### config.mk
export PLATFORM = sky130hd
export DESIGN_NAME = sparse_chunk_seq
export DESIGN_NICKNAME = d
export VERILOG_FILES = /design/src/rtl/sparse_seq_pkg.sv /design/src/rtl/lsb_pri_enc.sv /design/src/rtl/sparse_chunk_seq.sv
export SDC_FILE = /design/constraint.sdc
export NUM_CORES = 1
export LEC_CHECK = 0
export CAP_MARGIN = 10
export CORE_MARGIN = 2
export CORE_UTILIZATION = 45
export DETAILED_ROUTE_END_ITERATION = 10
export GPL_TIMING_DRIVEN = 0
export PLACE_DENSITY = 0.73
export SLEW_MARGIN = 20
export SYNTH_ARGS = -nofsm -noshare
export SYNTH_HDL_FRONTEND = slang
export SYNTH_HIERARCHICAL = 1
export SYNTH_SLANG_ARGS = --single-unit
### constraint.sdc
create_clock -name clk_i -period 5.6 [get_ports clk_i]
set_input_delay 1.68 -clock clk_i [delete_from_list [all_inputs] [get_ports clk_i]]
set_output_delay 1.68 -clock clk_i [all_outputs]
set_load 0.05 [all_outputs]
### src/rtl/sparse_seq_pkg.sv
// Shared types and sizing for the sparse-data chunk sequencer.
// Holds the FSM state type, default geometry and a popcount helper.
package sparse_seq_pkg;

    localparam int MEM_SIZE_DEF  = 128;
    localparam int PSUM_SIZE_DEF = 32;
    localparam int WORDS         = MEM_SIZE_DEF / PSUM_SIZE_DEF;
    localparam int IDX_W         = $clog2(WORDS);
    localparam int BIT_W         = $clog2(PSUM_SIZE_DEF);

    typedef enum logic [2:0] {
        ST_IDLE,
        ST_FETCH,
        ST_WAIT,
        ST_WALK,
        ST_END,
        ST_DONE
    } seq_state_e;

    function automatic int unsigned popcount(input logic [PSUM_SIZE_DEF-1:0] v);
        int unsigned n;
        n = 0;
        for (int i = 0; i < PSUM_SIZE_DEF; i++) begin
            n = n + {31'd0, v[i]};
        end
        return n;
    endfunction

endpackage

### src/rtl/lsb_pri_enc.sv
// Combinational lowest-set-bit priority encoder.
// Also flags whether any bit is set and whether exactly one bit is set.
module lsb_pri_enc #(
    parameter  int WIDTH = 32,
    localparam int OUT_W = $clog2(WIDTH)
) (
    input  logic [WIDTH-1:0] mask_i,
    output logic [OUT_W-1:0] index_o,
    output logic             any_set_o,
    output logic             one_hot_single_o
);

    always_comb begin
        // NOTE: every variable written in always_comb gets a default first, so no latch is inferred.
        index_o = '0;
        // Scanning downward lets the lowest set bit make the final assignment.
        for (int i = WIDTH - 1; i >= 0; i--) begin
            if (mask_i[i]) begin
                index_o = OUT_W'(i);
            end
        end
    end

    assign any_set_o        = |mask_i;
    assign one_hot_single_o = any_set_o && ((mask_i & (mask_i - WIDTH'(1))) == '0);

endmodule

### src/rtl/sparse_chunk_seq.sv
// Chunk sequencer: fetches each sparsemap word, walks its set bits lowest-first
// and drives the read-address calculator alongside a valid/ready beat stream.
module sparse_chunk_seq
    import sparse_seq_pkg::*;
#(
    parameter  int MEM_SIZE        = MEM_SIZE_DEF,
    parameter  int PREFIX_SUM_SIZE = PSUM_SIZE_DEF,
    localparam int CHUNK_WORDS     = MEM_SIZE / PREFIX_SUM_SIZE,
    localparam int IDX_BITS        = $clog2(CHUNK_WORDS),
    localparam int POS_BITS        = $clog2(PREFIX_SUM_SIZE)
) (
    input  logic                       clk_i,
    input  logic                       rst_n_i,
    input  logic                       start_i,
    input  logic                       abort_i,
    output logic                       smap_rd_en_o,
    output logic [IDX_BITS-1:0]        smap_rd_addr_o,
    input  logic [PREFIX_SUM_SIZE-1:0] smap_rd_dat_i,
    output logic [PREFIX_SUM_SIZE-1:0] sparsemap_o,
    output logic [POS_BITS-1:0]        pri_enc_match_addr_o,
    output logic                       pri_enc_end_o,
    output logic                       chunk_start_o,
    output logic                       req_valid_o,
    input  logic                       req_ready_i,
    output logic                       req_word_last_o,
    output logic                       busy_o,
    output logic                       done_o
);

    seq_state_e                 state_q, state_d;
    logic [IDX_BITS-1:0]        idx_q, idx_d;
    logic [PREFIX_SUM_SIZE-1:0] smap_q, smap_d;
    logic [PREFIX_SUM_SIZE-1:0] mask_q, mask_d;

    logic [POS_BITS-1:0] enc_idx;
    logic                enc_any;
    logic                enc_single;

    lsb_pri_enc #(
        .WIDTH (PREFIX_SUM_SIZE)
    ) u_pri_enc (
        .mask_i           (mask_q),
        .index_o          (enc_idx),
        .any_set_o        (enc_any),
        .one_hot_single_o (enc_single)
    );

    always_comb begin
        state_d = state_q;
        idx_d   = idx_q;
        smap_d  = smap_q;
        mask_d  = mask_q;

        case (state_q)
            ST_IDLE: begin
                if (start_i) begin
                    state_d = ST_FETCH;
                    idx_d   = '0;
                end
            end
            ST_FETCH: state_d = ST_WAIT;
            ST_WAIT: begin
                smap_d  = smap_rd_dat_i;
                mask_d  = smap_rd_dat_i;
                state_d = (|smap_rd_dat_i) ? ST_WALK : ST_END;
            end
            ST_WALK: begin
                if (req_valid_o && req_ready_i) begin
                    mask_d = mask_q & (mask_q - PREFIX_SUM_SIZE'(1));
                    if (enc_single) begin
                        state_d = ST_END;
                    end
                end
            end
            ST_END: begin
                if (idx_q == IDX_BITS'(CHUNK_WORDS - 1)) begin
                    state_d = ST_DONE;
                end else begin
                    idx_d   = idx_q + IDX_BITS'(1);
                    state_d = ST_FETCH;
                end
            end
            ST_DONE: begin
                state_d = ST_IDLE;
                idx_d   = '0;
            end
            default: state_d = ST_IDLE;
        endcase

        // Abort wins over start and over a handshake; the word stays visible.
        if (abort_i) begin
            state_d = ST_IDLE;
            idx_d   = '0;
            mask_d  = '0;
        end
    end

    always_ff @(posedge clk_i or negedge rst_n_i) begin
        if (!rst_n_i) begin
            state_q <= ST_IDLE;
            idx_q   <= '0;
            smap_q  <= '0;
            mask_q  <= '0;
        end else begin
            // NOTE: sequential state uses non-blocking assignments so every flop samples pre-edge values.
            state_q <= state_d;
            idx_q   <= idx_d;
            smap_q  <= smap_d;
            mask_q  <= mask_d;
        end
    end

    assign smap_rd_en_o         = (state_q == ST_FETCH);
    assign smap_rd_addr_o       = idx_q;
    assign chunk_start_o        = (state_q == ST_FETCH) && (idx_q == '0);
    assign sparsemap_o          = smap_q;
    assign pri_enc_match_addr_o = enc_idx;
    assign req_valid_o          = (state_q == ST_WALK) && enc_any;
    assign req_word_last_o      = (state_q == ST_WALK) && enc_single;
    assign pri_enc_end_o        = (state_q == ST_END);
    assign done_o               = (state_q == ST_DONE);
    assign busy_o               = (state_q != ST_IDLE);

endmodule
==> impl_results.md, run 1 <==
* Outcome: complete, no violations
* EDFF count, synth at 0
* Final GP Congestion at 0.872
* Clock Root Buffer: clkbuf_8
* Num rows at 34
* Worst-path maximum fanout at 11
* HP Class: reg -> reg
* Nets at between 600 and 700
* Die Wd at 99.2 um
* First-pass GRT wire length at around 20 mm
* Flops & latches, synth at 69
* Worst skew pair latency at 0.35 ns
* Drt first pass iters at 5
* Worst clock skew at between 0.009 and 0.01 ns
* Number of global-route vias before repair at about 4100
* RSZ-0062 raised after global routing: false
* Synth-to-layout area growth at 29.2%
* Req. time, crit path at about 3.9 ns
* Final-report hold violation count at 0
* Max_cap viols at 0
* Setup WS post-layout at 0.543 ns
* Reg clk slew, reported paths at 0.08 ns
* Compound-Gate Fraction of Synth Area at a little over a fifth
* Slew Limit Fails at 0
* Pwr/cell area at approximately 630 nW/um^2
* Finished Core Util at about 60%
* Routed via count at ~4200
* Cts bufs inserted at 9
* Max Fclk at roughly 200 MHz
* WL final at 12.4 mm
* DRT iter0 DRCs at ~350
* Commonest cells post-synth: nand2_1 (116), dfrtp_1 (69), a21oi_1 (37)
* # H-tree levels at 3
* Largest net degree at the start of global routing at 42
* DR DRC count at 0
* DIE AREA at ~9800 sq um
* Initial Util at a little under half
* Cells after DPL at between 600 and 700
* CORE AREA at roughly 8800 sq um
* Final HPWL DP at a little over 9 mm
* Port bufs at slightly above 80
* Fraction of synthesized cell area in xor and xnor cells at 0%
* Share of layout cells above drive strength 1 at ~7.3%
* Top Ports at 83
* Via-to-Cell Ratio at between 6 and 7
* Fin cells at 694
* Portion of netlist area occupied by mux cells at 0%
* Global route total overflow at 0
* Clk buf depth at 2
* Cells after Synth at about 490
* WHS Path Cells at 2
* Area leader, netlist: dfrtp_1
* Reg2reg setup slack at between 2 and 2.5 ns
* Post-synthesis simple-gate area fraction at 30.5%
* Final Setup Violations at 0
* Area share of the largest cell type after synthesis at 42.3%
* Final ANT Viol Nets at 0
* Crit start category: flip-flop
* CTS tree: yes
* Ys flop type: dfrtp_1
* Setup TNS at 0 ns
* Post-synth ARST share at between 90% and 100%
* Type of the worst setup path: reg -> out
* Combinational family with the most area after synthesis: simple AND/OR/NAND/NOR gates
* Initial antenna violation count at 0
* Cell area after synthesis at roughly 4100 sq um
* Least-Margin Pin Slew at ~0.57 ns
* FF-to-FF path depth at 10
* Postcts setup bufs at 0
* Leak at around 2.3 nW
* Setup WS pre-CTS at approximately 0.56 ns
* Peak supply drop at 344 uV
* Library cells used by synthesis at 64
* Crit path time final at just over 5 ns
* Most frequent cell after synthesis: nand2_1
* CTS Sinks at 69
* Post-Syn Nets at 526
* Seq/Total Area, Yosys at 42.3%
* Worst Setup End Kind: output pin
* Syn_area_per_cell at between 8 and 9 sq um
* WL per Instance at between 15 and 20 um
* Synth Area in Adders at between 1 and 1.5%
* Period utilization at 90.3%
* GRT Util Overall at about a quarter
* Ys Warns at 6
* ANT cells at 0
* Synth top area cells: dfrtp_1 (42%), nand2_1 (11%), a21oi_1 (4.5%)
* Worst Path Arrival at about 3.4 ns
* Die height at just under 100 um
* Slew headroom at 61.9%
[path summary, 6_finish.rpt]
check,from,end
max,mask_q[4],req_word_last_o
min,sparsemap_o[23],sparsemap_o[23]
max reg2reg,mask_q[4],state_q[1]
min reg2reg,sparsemap_o[23],sparsemap_o[23]
max in group asynchronous,rst_n_i,mask_q[15]
min in group asynchronous,rst_n_i,smap_rd_addr_o[0]
[cell families after synthesis]
group,Yosys count
buffers and inverters,39
AND/OR/NAND/NOR,235
AO/OA/AOI/OAI,139
flip-flops,69
adder cells (fa/ha/maj),5
[worst max-delay path, stage by stage (launching register included)]
cell	delay, ns
dfrtp_1	0.52
nor4_2	0.51
nand4_2	0.24
or3_1	0.38
a21oi_1	0.18
o2111ai_1	0.13
nor4_2	0.42
and2_1	0.20
dlymetal6s2s_1	0.43
[per-stage QoR]
step                cell area (sq um)  hold WS [ns]  total power [mW]
global route                     5270         0.502              3.50
finish                           5270         0.479              3.31
global placement                 5030         0.461              2.82
CTS                              5270         0.483              3.31
detailed placement               5050         0.462              2.85
floorplan                        4080         0.565              2.21
[sequential cells by signal, indices dropped and copies added, names as in the netlist]
name and flops:
mask_q 32, sparsemap_o 32, state_q 3, smap_rd_addr_o 2
[per-layer routing]
metal	part of all wire, %	GRT usage (%)	vias to the layer above
met2	47	39.9	148
met4	2.4	11.0	0
met1	44	35.7	2048
li1	-	-	1978
met5	0	0	-
met3	6.1	4.50	25
[layout make-up]
class	count	area [sq um]
plain buffers	24	104
inverters	15	56.3
fillers	793	3490
clock buffers	11	131
repair buffers	83	841
multi-input cells	379	2190
flip-flops and latches	69	1730
clock inverters	5	85.1
well taps	108	135
[cell usage in the layout (no fill, tap or decap), types with 4 or more instances in the layout]
| cell | instances |
|---|---|
| a21boi_0 | 7 |
| a21oi_1 | 37 |
| a22oi_1 | 9 |
| a31oi_1 | 8 |
| and2_1 | 5 |
| buf_2 | 7 |
| clkbuf_1 | 15 |
| clkbuf_8 | 9 |
| clkdlybuf4s50_1 | 80 |
| dfrtp_1 | 69 |
| inv_1 | 15 |
| nand2_1 | 116 |
| nand3_1 | 4 |
| nand4_1 | 4 |
| nor2_1 | 34 |
| nor3_1 | 10 |
| nor4_1 | 20 |
| nor4_4 | 5 |
| o211ai_1 | 5 |
| o21ai_0 | 22 |
| o21ai_1 | 7 |
| o22ai_1 | 8 |
| o311ai_1 | 7 |
| o31ai_1 | 6 |
| or3_1 | 9 |
[timing repair]
item / 4_1_cts / 5_1_grt
hold endpoints to repair: 0 / 0
resized for setup: 0 / 1
hold buffers: 0 / 0
endpoints found under the setup margin: 0 / 1
[report_power, final]
| part | internal, mW | total [mW] | switching, mW | leakage, nW |
|---|---|---|---|---|
| Combinational | 0.705 | 2.05 | 1.34 | 1.25 |
| Clock | 0.253 | 0.452 | 0.199 | 0.104 |
| Sequential | 0.649 | 0.811 | 0.163 | 0.905 |
Power figures use the tool's default switching activity.
==> run 2, diff against run 1 <==
Settings changed: ABC_AREA set to 1, PLACE_DENSITY 0.73 to 0.72.
==> impl_results.md, run 2 <==
* Ys flop type: dfrtp_1
* Setup WS post-layout at 0.463 ns (-0.0794 ns)
* Share of layout cells above drive strength 1 at 7.69% (+0.35 points)
* Largest net degree at the start of global routing at 56 (+33%)
* Number of global-route vias before repair at 4616 (+12%)
* Crit start category: flip-flop
* Library cells used by synthesis at 41 (-36%)
* Crit path time final at 5.14 ns (+0.0794 ns)
* Most frequent cells in the layout: nand2_1 (245), nor2_1 (116), inv_1 (80), clkdlybuf4s50_1 (80), dfrtp_1 (69)
* Worst Path Arrival at 3.46 ns (+0.08 ns)
* First-pass GRT wire length at 21.9 mm (+8.1%)
* Seq/Total Area, Yosys at 38.8% (-3.5 points)
* Slew headroom at 65.8% (+3.9 points)
* FF-to-FF End: state_q[2]
* Peak supply drop at 350 uV (+1.9%)
* Postcts setup bufs at 0 (unchanged)
* Final ANT Viol Nets at 0 (unchanged)
* Cts bufs inserted at 9 (unchanged)
* Top Ports at 83 (unchanged)
* Commonest cells post-synth: nand2_1 (245), nor2_1 (116), inv_1 (80)
* Final GP Congestion at 0.893 (+2.4%)
* Worst setup path startpoint: mask_q[1]
* Outcome: complete, no violations
* Worst clock skew at 0.0113 ns (+0.00166 ns)
* Max_cap viols at 0 (unchanged)
* Worst Setup End Kind: output pin
* Initial antenna violation count at 0 (unchanged)
* Setup TNS at 0 ns (unchanged)
* FF-to-FF path depth at 19 (+9)
* Worst skew pair latency at 0.35 ns (about the same)
* Hold_sp: sparsemap_o[26]
* Flops & latches, synth at 69 (unchanged)
* RSZ-0062 raised after global routing: false
* Leading cell type in the layout, fill and taps excluded: nand2_1
* DR DRC count at 0 (unchanged)
* Slew Limit Fails at 0 (unchanged)
* CP max-delay cell: dfrtp_1
* EDFF count, synth at 0 (unchanged)
* ANT cells at 0 (unchanged)
* Die height at 103 um (+4.3%)
* Clk buf depth at 2 (unchanged)
* Clock Root Buffer: clkbuf_8
* Global route total overflow at 0 (unchanged)
* Area post-placement at 5460 sq um (+8.1%)
* Synth top area cells: dfrtp_1 (39%), nand2_1 (21%), nor2_1 (9.8%)
* Reg clk slew, reported paths at 0.07 ns (about the same)
* Port bufs at 82 (unchanged)
* Worst r2r src: mask_q[1]
* Ys Warns at 6 (unchanged)
* WL per Instance at 14.4 um (-19%)
* Leak at 2.89 nW (+28%)
* Num rows at 36 (+5.9%)
* CTS Sinks at 69 (unchanged)
* Pwr/cell area at 720 nW/um^2 (+15%)
* WL final at 13.2 mm (+6.0%)
* Drt first pass iters at 5 (unchanged)
* Final HPWL DP at 10.3 mm (+11%)
* Tot Pwr at 4.07 mW (+23%)
* Area share of the largest cell type after synthesis at 38.8% (-3.5 points)
* CP Cell Sequence: nor2_2 -> nand2_2 -> nor2_2 -> inv_2 -> nor2_4 -> inv_2 -> nor2_8 -> nand4_2 -> nor2_1 -> nand4_1 -> a2111oi_2 -> nand2_1 -> nor4_2 -> inv_1 -> nor2_1 -> clkbuf_2
* Max Fclk at 195 MHz (-1.5%)
* Cells after Synth at 682 (+40%)
* # H-tree levels at 3 (unchanged)
* Via-to-Cell Ratio at 5.12 (-15%)
* Req. time, crit path at 3.92 ns (about the same)
* Period utilization at 91.7% (+1.4 points)
* Worst-path maximum fanout at 5 (-6)
* Area leader, netlist: dfrtp_1
* Nets at 815 (+31%)
* Die Wd at 103 um (+4.3%)
* GRT Util Overall at 26.4% (+0.68 points)
* Initial Util at 45.9% (-0.60 points)
* Type of the worst setup path: reg -> out
* Finished Core Util at 58.4% (-1.8 points)
* Most frequent cell after synthesis: nand2_1
* Routed via count at 4676 (+11%)
* Final-report hold violation count at 0 (unchanged)
* Post-synth ARST share at 100% (unchanged)
* HP Class: reg -> reg
* Cell area after synthesis at 4450 sq um (+9.1%)
* Worst hold endpoint: sparsemap_o[26]
* WHS Path Cells at 2 (unchanged)
* Least-Margin Pin Slew at 0.511 ns (-0.0608 ns)
* Final Setup Violations at 0 (unchanged)
* Setup WS pre-CTS at 0.348 ns (-0.210 ns)
* Final Instance Area at 5650 sq um (+7.3%)
* Syn_area_per_cell at 6.52 sq um (-22%)
* CORE AREA at 9680 sq um (+11%)
* Post-Syn Nets at 721 (+37%)
* Fill cells at 951 (+20%)
* Reg2reg setup slack at 2.33 ns (+0.03 ns)
* DRT iter0 DRCs at 307 (-13%)
* Synth-to-layout area growth at 27.1%
* CTS tree: yes
* Critical Path Max Stage Delay at 0.46 ns (-0.06 ns)
* DIE AREA at 10700 sq um (+8.7%)
run 2: changes by cell type after synthesis, sizes merged, moves of 10 or more:
cell and change:
nand2 +132, nor4 -26, nor2 +89, clkbuf -10
inv +76, a21oi -26, o21ai +29, nand3 +17
run 2: metal layers:
layer / vias to the layer above / part of all wire (%) / track usage [%]
met4: 0 / 1.2 / 7.09
met3: 14 / 5.8 / 4.64
met2: 123 / 46 / 41.4
met5: - / 0 / 0
met1: 2208 / 47 / 37.9
li1: 2331 / - / -
run 2: final cells by class:
cell class	count	area (sq um)	share of cell area, %
multi-input combinational	508	2300	40.6
sequential	69	1730	30.5
timing repair buffer	83	841	14.9
inverter	91	344	6.09
tap	133	166	2.94
clock buffer	10	138	2.43
buffer	14	82.6	1.46
clock inverter	5	60.1	1.06
run 2: worst max-delay path: cells and delay by family (launching register included):
kind | cells | cell delay, ns
AO/OA/AOI/OAI | 1 | 0.41
buffers and inverters | 4 | 0.56
AND/OR/NAND/NOR | 11 | 1.67
flip-flops | 1 | 0.46
run 2: logic make-up after synthesis:
logic type / synth area share [%]
adder cells (fa/ha/maj): 0.787
flip-flops: 38.8
buffers and inverters: 9.59
AND/OR/NAND/NOR: 38.2
AO/OA/AOI/OAI: 12.6
run 2: what timing repair did:
item / 4_1_cts / 5_1_grt
hold endpoints to repair: 0 / 0
endpoints found under the setup margin: 1 / 1
hold buffers: 0 / 0
resized for setup: 1 / 2
run 2: how the worst max path moves through the flow:
stage | end | slack [ns] | depth (start not counted)
finish | req_word_last_o | 0.46 | 16
global route | req_word_last_o | 0.12 | 18
CTS | req_word_last_o | 0.24 | 16
detailed placement | req_word_last_o | 0.35 | 18
global placement | req_word_last_o | 0.46 | 18
floorplan | req_word_last_o | 1.20 | 17
run 2: power by group:
part	internal (mW)	switching, mW	total (mW)	leakage (nW)
combinational	0.882	1.90	2.78	1.89
sequential	0.681	0.196	0.877	0.898
clock	0.217	0.199	0.416	0.0987
run 2: metrics by stage:
step	hold WS [ns]	instances
after floorplan	0.503	682
after global placement	0.457	897
after detailed placement	0.459	898
after CTS	0.476	913
after global routing	0.487	913
final	0.473	913
